$ cat config.mk
export PLATFORM = sky130hd
export DESIGN_NAME = instruction_fetch
export DESIGN_NICKNAME = d
export VERILOG_FILES = /design/src/rtl/cpu_pkg.sv /design/src/rtl/fetch_buffer.sv /design/src/rtl/instruction_fetch.sv
export SDC_FILE = /design/constraint.sdc
export NUM_CORES = 1
export LEC_CHECK = 0
export BUFFER_PORTS_ARGS = -buffer_cell sky130_fd_sc_hd__buf_2
export CORE_UTILIZATION = 39
export CTS_BUF_LIST = sky130_fd_sc_hd__clkbuf_16
export DETAILED_ROUTE_END_ITERATION = 10
export PLACE_DENSITY = 0.66
export SLEW_MARGIN = 20
export SYNTH_ARGS = -nofsm -noshare
export SYNTH_HDL_FRONTEND = slang
export SYNTH_SLANG_ARGS = --single-unit
$ cat constraint.sdc
create_clock -name clk -period 3.3 [get_ports clk]
set_input_delay 0.33 -clock clk [delete_from_list [all_inputs] [get_ports clk]]
set_output_delay 0.33 -clock clk [all_outputs]
set_load 0.03 [all_outputs]
$ cat src/rtl/cpu_pkg.sv
// Shared CPU types and widths.
// Fetch-entry bundle carried from fetch to decode.
package cpu_pkg;

  localparam int ADDR_W = 15;
  localparam int INST_W = 16;

  typedef struct packed {
    logic [INST_W-1:0] inst;
    logic [ADDR_W-1:0] pc;
  } fetch_entry_t;

endpackage

$ cat src/rtl/fetch_buffer.sv
// Small flushable FIFO of fetched instructions.
// Power-of-two depth, so pointers wrap naturally.
module fetch_buffer
  import cpu_pkg::*;
#(
  parameter  int DEPTH = 2,
  localparam int PW    = (DEPTH > 1) ? $clog2(DEPTH) : 1,
  localparam int CW    = $clog2(DEPTH + 1)
) (
  input  logic          clk,
  input  logic          reset,
  input  logic          flush,
  input  logic          push,
  input  fetch_entry_t  push_entry,
  input  logic          pop,
  output fetch_entry_t  head,
  output logic [CW-1:0] count
);

  fetch_entry_t  mem_q [DEPTH];
  fetch_entry_t  mem_d [DEPTH];
  logic [PW-1:0] wr_q, wr_d;
  logic [PW-1:0] rd_q, rd_d;
  logic [CW-1:0] cnt_q, cnt_d;

  always_comb begin
    mem_d = mem_q;
    wr_d  = wr_q;
    rd_d  = rd_q;
    cnt_d = cnt_q;
    if (flush) begin
      wr_d  = '0;
      rd_d  = '0;
      cnt_d = '0;
    end else begin
      if (push) begin
        mem_d[wr_q] = push_entry;
        wr_d        = wr_q + PW'(1);
      end
      if (pop) begin
        rd_d = rd_q + PW'(1);
      end
      case ({push, pop})
        2'b10:   cnt_d = cnt_q + CW'(1);
        2'b01:   cnt_d = cnt_q - CW'(1);
        default: cnt_d = cnt_q;
      endcase
    end
  end

  always_ff @(posedge clk) begin
    if (reset) begin
      wr_q  <= '0;
      rd_q  <= '0;
      cnt_q <= '0;
    end else begin
      wr_q  <= wr_d;
      rd_q  <= rd_d;
      cnt_q <= cnt_d;
    end
  end

  // Storage needs no reset; count gates validity.
  always_ff @(posedge clk) begin
    mem_q <= mem_d;
  end

  assign head  = mem_q[rd_q];
  assign count = cnt_q;

endmodule

$ cat src/rtl/instruction_fetch.sv
// Fetch stage: issues I-mem reads, drives next PC,
// buffers returned words for decode.
module instruction_fetch #(
  parameter int ADDR_W = cpu_pkg::ADDR_W,
  parameter int INST_W = cpu_pkg::INST_W,
  parameter int DEPTH  = 2
) (
  input  logic              clk,
  input  logic              reset,
  input  logic [ADDR_W-1:0] pc,
  output logic              pc_enable,
  output logic [ADDR_W-1:0] next_pc,
  output logic              mem_en,
  output logic [ADDR_W-1:0] mem_addr,
  input  logic [INST_W-1:0] mem_rdata,
  input  logic              redirect,
  input  logic [ADDR_W-1:0] redirect_pc,
  output logic              inst_valid,
  input  logic              inst_ready,
  output logic [INST_W-1:0] inst_data,
  output logic [ADDR_W-1:0] inst_pc
);

  localparam int CW = $clog2(DEPTH + 1);

  logic              inflight_q, inflight_d;
  logic [ADDR_W-1:0] inflight_pc_q, inflight_pc_d;
  logic [CW-1:0]     occ;
  logic [CW:0]       credit;
  logic              pop;
  logic              issue;
  logic              push;

  cpu_pkg::fetch_entry_t push_entry;
  cpu_pkg::fetch_entry_t head;

  assign inst_valid = (occ != '0);
  assign pop        = inst_valid & inst_ready;

  // Slots committed after this edge: held + returning - leaving.
  assign credit = {1'b0, occ}
                + (CW + 1)'(inflight_q)
                - (CW + 1)'(pop);
  assign issue  = !reset && !redirect
               && (credit < (CW + 1)'(DEPTH));

  always_comb begin
    pc_enable     = 1'b0;
    mem_en        = 1'b0;
    next_pc       = pc;
    inflight_d    = 1'b0;
    inflight_pc_d = inflight_pc_q;
    if (reset) begin
      next_pc = '0;
    end else if (redirect) begin
      pc_enable = 1'b1;
      next_pc   = redirect_pc;
    end else if (issue) begin
      pc_enable     = 1'b1;
      mem_en        = 1'b1;
      next_pc       = pc + ADDR_W'(1);
      inflight_d    = 1'b1;
      inflight_pc_d = pc;
    end
  end

  always_ff @(posedge clk) begin
    if (reset) begin
      inflight_q    <= 1'b0;
      inflight_pc_q <= '0;
    end else begin
      inflight_q    <= inflight_d;
      inflight_pc_q <= inflight_pc_d;
    end
  end

  assign mem_addr        = pc;
  assign push            = inflight_q & !redirect;
  assign push_entry.inst = mem_rdata;
  assign push_entry.pc   = inflight_pc_q;

  fetch_buffer #(
    .DEPTH(DEPTH)
  ) u_buf (
    .clk       (clk),
    .reset     (reset),
    .flush     (redirect),
    .push      (push),
    .push_entry(push_entry),
    .pop       (pop & !redirect),
    .head      (head),
    .count     (occ)
  );

  assign inst_data = head.inst;
  assign inst_pc   = head.pc;

endmodule
# == Word level (Yosys, flattened, before mapping) ==
# Index checks and enable logic that the tools add are counted.
# word_totals
ff_bits,82
out_inout_bits,64
inputBits,50
wordCells,53
# op_classes
order_cmp,4
n_reduce_logical,10
n_bitwise,6
eq_ne,2
n_addsub,7
n_mux,15
# ops
op,count
2-to-1 mux 31 bit,4
bitwise mux 62 bit,1
2-to-1 mux 15 bit,3
demux 31 bit (select 1 bit),1
"adder 15 x 1 -> 15 bit, second input constant",1
2-to-1 mux 1 bit,5
">= comparator 2 bit, second input constant",2
inverter 1 -> 2 bit,2
case mux 2 bit (2 select lines),1
AND reduction 2 bit,2
nonzero test 2 bit,2
adder 2 x 1 -> 3 bit,1
bitwise AND 1 bit,3
logical AND 1 bit,3
"less-than comparator 3 x 2 -> 1 bit, second input constant",1
subtractor 3 x 1 -> 3 bit,1
"adder 1 bit, second input constant",2
"adder 2 x 1 -> 2 bit, second input constant",1
"== test 2 x 1 -> 1 bit, second input constant",1
"== test 2 bit, second input constant",1
zero test 1 bit,2
"less-than comparator 2 x 1 -> 1 bit, second input constant",1
OR reduction 2 bit,1
"subtractor 2 x 1 -> 2 bit, second input constant",1
inverter 1 bit,1

# == Depth between registers and ports, before layout ==
# depth
depth_word,8
ltp_mapped,12
depth_no_buf,11

# == Hierarchy ==
# From an unflattened synthesis, not the netlist that was laid out.
# unflattened
cells_unflattened,291
area_unflattened_um2,3674.8
# by_module_without_submodules
module,area_each_um2,seq_area_each_um2,cells_per_inst,instances
fetch_buffer,2409.8,1941.9,115,1
instruction_fetch,1265.0,320.3,176,1

# == Worst setup path after synthesis ==
# Ideal clock, no wire load.
# synth_timing
path_type,flip-flop to output port
from,"register u_buf.cnt_q[1], in the netlist u_buf.count[1]"
to,output next_pc[10]
t_required_ps,2970
arrival_ps,4099
n_path_buf,0
setup_slack_ps,-1129
stages_incl_launch_ff,11
path_cell_list,dfxtp_1 -> or2_2 -> nand2_1 -> inv_1 -> ha_1 -> nand2b_1 -> fa_1 -> nand4bb_1 -> nor4b_1 -> nor3_1 -> a2111oi_0
# synth_between
elab_chain_cells,8
word_cells_on_any_way,9
cone_classes,add/sub (2); order compare (1); mux (3); bitwise (1); reduce/logical (2)
# synth_rtl
element,line,text
from (decl),fetch_buffer.sv:24,"logic [CW-1:0] cnt_q, cnt_d;"
from (signal assigned),fetch_buffer.sv:59,cnt_q <= cnt_d;
nonzero test 2 bit,instruction_fetch.sv:37,assign inst_valid = (occ != '0);
via inst_valid,instruction_fetch.sv:18,"output logic inst_valid,"
bitwise AND 1 bit,instruction_fetch.sv:38,assign pop = inst_valid & inst_ready;
subtractor 3 x 1 -> 3 bit,instruction_fetch.sv:43,- (CW + 1)'(pop);
less-than comparator 3 x 2 -> 1 bit,instruction_fetch.sv:45,&& (credit < (CW + 1)'(DEPTH));
logical AND 1 bit,instruction_fetch.sv:45,
2-to-1 mux 15 bit,instruction_fetch.sv:58,end else if (issue) begin
2-to-1 mux 15 bit,instruction_fetch.sv:55,end else if (redirect) begin
2-to-1 mux 15 bit,instruction_fetch.sv:53,if (reset) begin
to (decl),instruction_fetch.sv:12,"output logic [ADDR_W-1:0] next_pc,"
# The timed path passes the listed nets, and every way through them passes these cells.

# == Final worst setup path ==
# layout_timing
from,"register u_buf.cnt_q[1], in the netlist u_buf.count[1]"
to,output next_pc[9]
# layout_between
elab_chain_cells,8
word_cells_on_any_way,9
cone_classes,add/sub (2); order compare (1); mux (3); bitwise (1); reduce/logical (2)
# layout_rtl
element,line
"parallel branches: the longest is 2 deep, another holds adder 2 x 1 -> 3 bit",-
subtractor 3 x 1 -> 3 bit (*),instruction_fetch.sv:43
less-than comparator 3 x 2 -> 1 bit (*),instruction_fetch.sv:45
logical AND 1 bit (*),instruction_fetch.sv:45
2-to-1 mux 15 bit (*),instruction_fetch.sv:58
2-to-1 mux 15 bit (*),instruction_fetch.sv:55
2-to-1 mux 15 bit (*),instruction_fetch.sv:53
# Mark *: on every way between the ends.

==> results.py <==
metrics = {
    "layout": {
        "layout_common_cells": "100 x buf_2, 62 x edfxtp_1, 35 x buf_4",
        "final_nets": 490,
        "final_common_cell": "buf_2",
        "final_layout_size_suffix_gt1_share_pct": 56.5,
        "final_core_util_pct": 58.0,
        "syn2layout_area_growth_pct": 44.8,
        "postLayoutCellArea_um2": 5360,
        "antennaDiodeCount": 0,
    },
    "power_and_ir_drop": {
        "ir_worst_vdd_uv": 231,
        "cellLeakagePower_uw": 0.00204,
        "p_per_area_nw_per_um2": 452,
        "power_uw": 2420,
    },
    "logic_synthesis": {
        "seq_area_frac_synth_pct": 61.1,
        "syn_area_um2": 3700,
        "synth_cell_types": 43,
        "synthFlopType": "edfxtp_1",
        "synthCells": 298,
        "avgSynthCellArea_um2": 12.4,
        "synth_edf_count": 62,
        "synth_nets": 352,
        "async_flop_share_pct": 0,
        "synth_warnings": 0,
        "ys_seq_elements": 82,
    },
    "timing": {
        "drv_slew": 0,
        "fin_crit_ns": 3.62,
        "finalHoldViolations": 0,
        "maxSlewHeadroom_pct": 37.1,
        "final.setup_skew_ns": 0.0101,
        "rsz0062_at_grt": "yes",
        "setup_viol": 15,
        "worst_slew_pin_slew_ns": 0.941,
        "fin_crit_sh_pct": 110,
        "worst_slack_ns": -0.322,
        "fmax_mhz": 276,
    },
    "floorplanning": {
        "die_w_um": 99.5,
        "fp.dieH_um": 99.5,
        "io_pins": 114,
        "row_count": 35,
        "core_area_um2": 9240,
        "die_area_um2": 9890,
        "start_util_pct": 40.1,
    },
    "route": {
        "dr.first_iter.drc_count": 83,
        "viasPerCell": 4.92,
        "wirelength_mm": 8.70,
        "wl_per_cell_um": 15.3,
        "drc_errors": 0,
        "ant_nets": 0,
        "vias": 2803,
        "detail_route.first_pass.iterations": 4,
    },
    "hold_path": {
        "hold_path_depth": 1,
        "min_to": "u_buf.mem_q[49]$_DFFE_PP_",
        "hp-start": "mem_rdata[3]",
        "hp-class": "in2reg",
    },
    "place": {
        "gp_congestion": 0.796,
        "place_hpwl_mm": 5.51,
        "placed_cell_area_um2": 4570,
        "numPortBuffers": 113,
        "dp_slack_ns": -0.139,
    },
    "cts": {
        "clockRootBuffer": "clkbuf_16",
        "numCtsBuffers": 9,
        "clk_pin_slew_ns": 0.06,
        "worstSkewPairLatency_ns": 0.33,
        "clockBufferDepth": 2,
        "htreeDepth": 3,
        "clock-sinks": 82,
        "cts_tree": "built",
    },
    "critical_path": {
        "required_ns": 2.97,
        "worstSetupStartpointType": "flip-flop",
        "r2r_setup_slack_ns": -0.16,
        "r2r_end": "u_buf.count[1]$_SDFFE_PP0P_",
        "criticalPathCategory": "reg2out",
        "path_max_fanout": 3,
        "critPathArrivalTime_ns": 3.29,
        "end_kind": "primary output",
        "r2r_cells": 27,
        "reg2reg_from": "u_buf.count[1]$_SDFFE_PP0P_",
    },
    "global_routing": {
        "grt_usage_pct": 17.7,
        "grt-ovfl-total": 0,
        "grt_start_max_net_pins": 32,
        "grt_pass1_wl_mm": 13.5,
        "antenna_found_initial": 0,
        "grt_pass1_vias": 2771,
    },
    "outcome": {
        "status": "complete, but fails checks",
        "violations": "setup timing",
    },
    "flow_run": {
        "max-cap-violations": 0,
    },
}
-- state kept, by name, summed over array words and instances, names as in the netlist --
register       flops
u_buf.count        2
inflight_pc_q     15
u_buf.rd_q         1
inflight_q         1
u_buf.mem_q       62
u_buf.wr_q         1
-- stage by stage --
stage,instances,setup TNS [ns],hold slack [ns]
floorplan,298,-0.488,0.425
global placement,530,-0.0958,0.431
detailed placement,530,-0.431,0.444
CTS,569,-2.86,0.183
global route,570,-4.06,0.187
finish,570,-2.47,0.194
-- synth_stat cells, types with 5 or more instances --
cell type  count  area share (%)
a211oi_1       5             1.0
a21oi_1       17             2.3
a311oi_1       5             1.2
buf_4         15             3.0
clkbuf_1      11             1.1
dfxtp_1       20              11
edfxtp_1      62              50
inv_1          7            0.71
mux2_2        31             9.4
nand2_1       35             3.5
nand3_1        6            0.81
nor2_1        17             1.7
nor3_1         9             1.2
xnor2_1        9             2.1
-- logic make-up after synthesis --
family                     share of synthesized area (%)
and+or+nand+nor                                     12.3
DFF                                                 61.1
AOI/OAI and AO/OA                                   7.16
buffers and inverters                               5.68
muxes                                               9.43
xor gates and xnor gates                            2.84
adders and majority gates                           1.55
-- how the worst max path moves through the flow --
| stage | startpoint | endpoint | slack, ns | cells past startpoint |
|---|---|---|---|---|
| 2_1_floorplan | u_buf.count[1]$_SDFFE_PP0P_ | next_pc[9] | -0.15 | 10 |
| 3_3_place_gp | u_buf.count[0]$_SDFFE_PP0P_ | next_pc[9] | -0.07 | 11 |
| 3_5_place_dp | u_buf.count[0]$_SDFFE_PP0P_ | next_pc[9] | -0.14 | 11 |
| 4_1_cts | u_buf.count[0]$_SDFFE_PP0P_ | next_pc[9] | -0.31 | 11 |
| 5_1_grt | u_buf.count[1]$_SDFFE_PP0P_ | next_pc[9] | -0.40 | 11 |
| 6_report | u_buf.count[1]$_SDFFE_PP0P_ | next_pc[9] | -0.32 | 11 |
-- worst max-delay path: stages (launching register included) --
cell	delay [ns]
dfxtp_2	0.32
or2_4	0.26
nand2_4	0.07
inv_2	0.04
ha_4	0.19
nand2b_4	0.13
fa_2	0.58
nand4bb_4	0.12
or4_4	0.44
or3_4	0.36
a311oi_4	0.27
buf_6	0.17
-- what timing repair did --
action,CTS,global route
setup endpoints to repair,13,16
buffers inserted,23,4
gates resized for setup,44,29
hold buffers,0,0
pin swaps,20,23
-- power breakdown --
part / switching (uW) / total, uW / leakage [uW] / internal, uW
logic: 206 / 330 / 0.00118 / 125
registers: 11.8 / 1150 / 0.000716 / 1140
clock network: 368 / 946 / 0.000144 / 578
-- final cells by class --
class / count / area (um2)
Clock buffer: 9 / 225
Clock inverter: 7 / 61.3
Fill cell: 738 / 3880
Inverter: 8 / 30.0
Multi-Input combinational cell: 177 / 1600
Sequential cell: 82 / 2260
Tap cell: 129 / 161
Timing Repair Buffer: 158 / 1020
-- routing by layer --
| layer | routed length (um) | share of wire [%] | vias to the layer above | global-route usage, % |
|---|---|---|---|---|
| met3 | 538 | 6.2 | 7 | 3.94 |
| met1 | 3740 | 43 | 1325 | 22.1 |
| met5 | 0 | 0 | - | 0 |
| li1 | - | - | 1354 | - |
| met4 | 74 | 0.85 | 0 | 5.09 |
| met2 | 4350 | 50 | 117 | 30.8 |
Note: power is estimated with default switching activity, not from simulation.
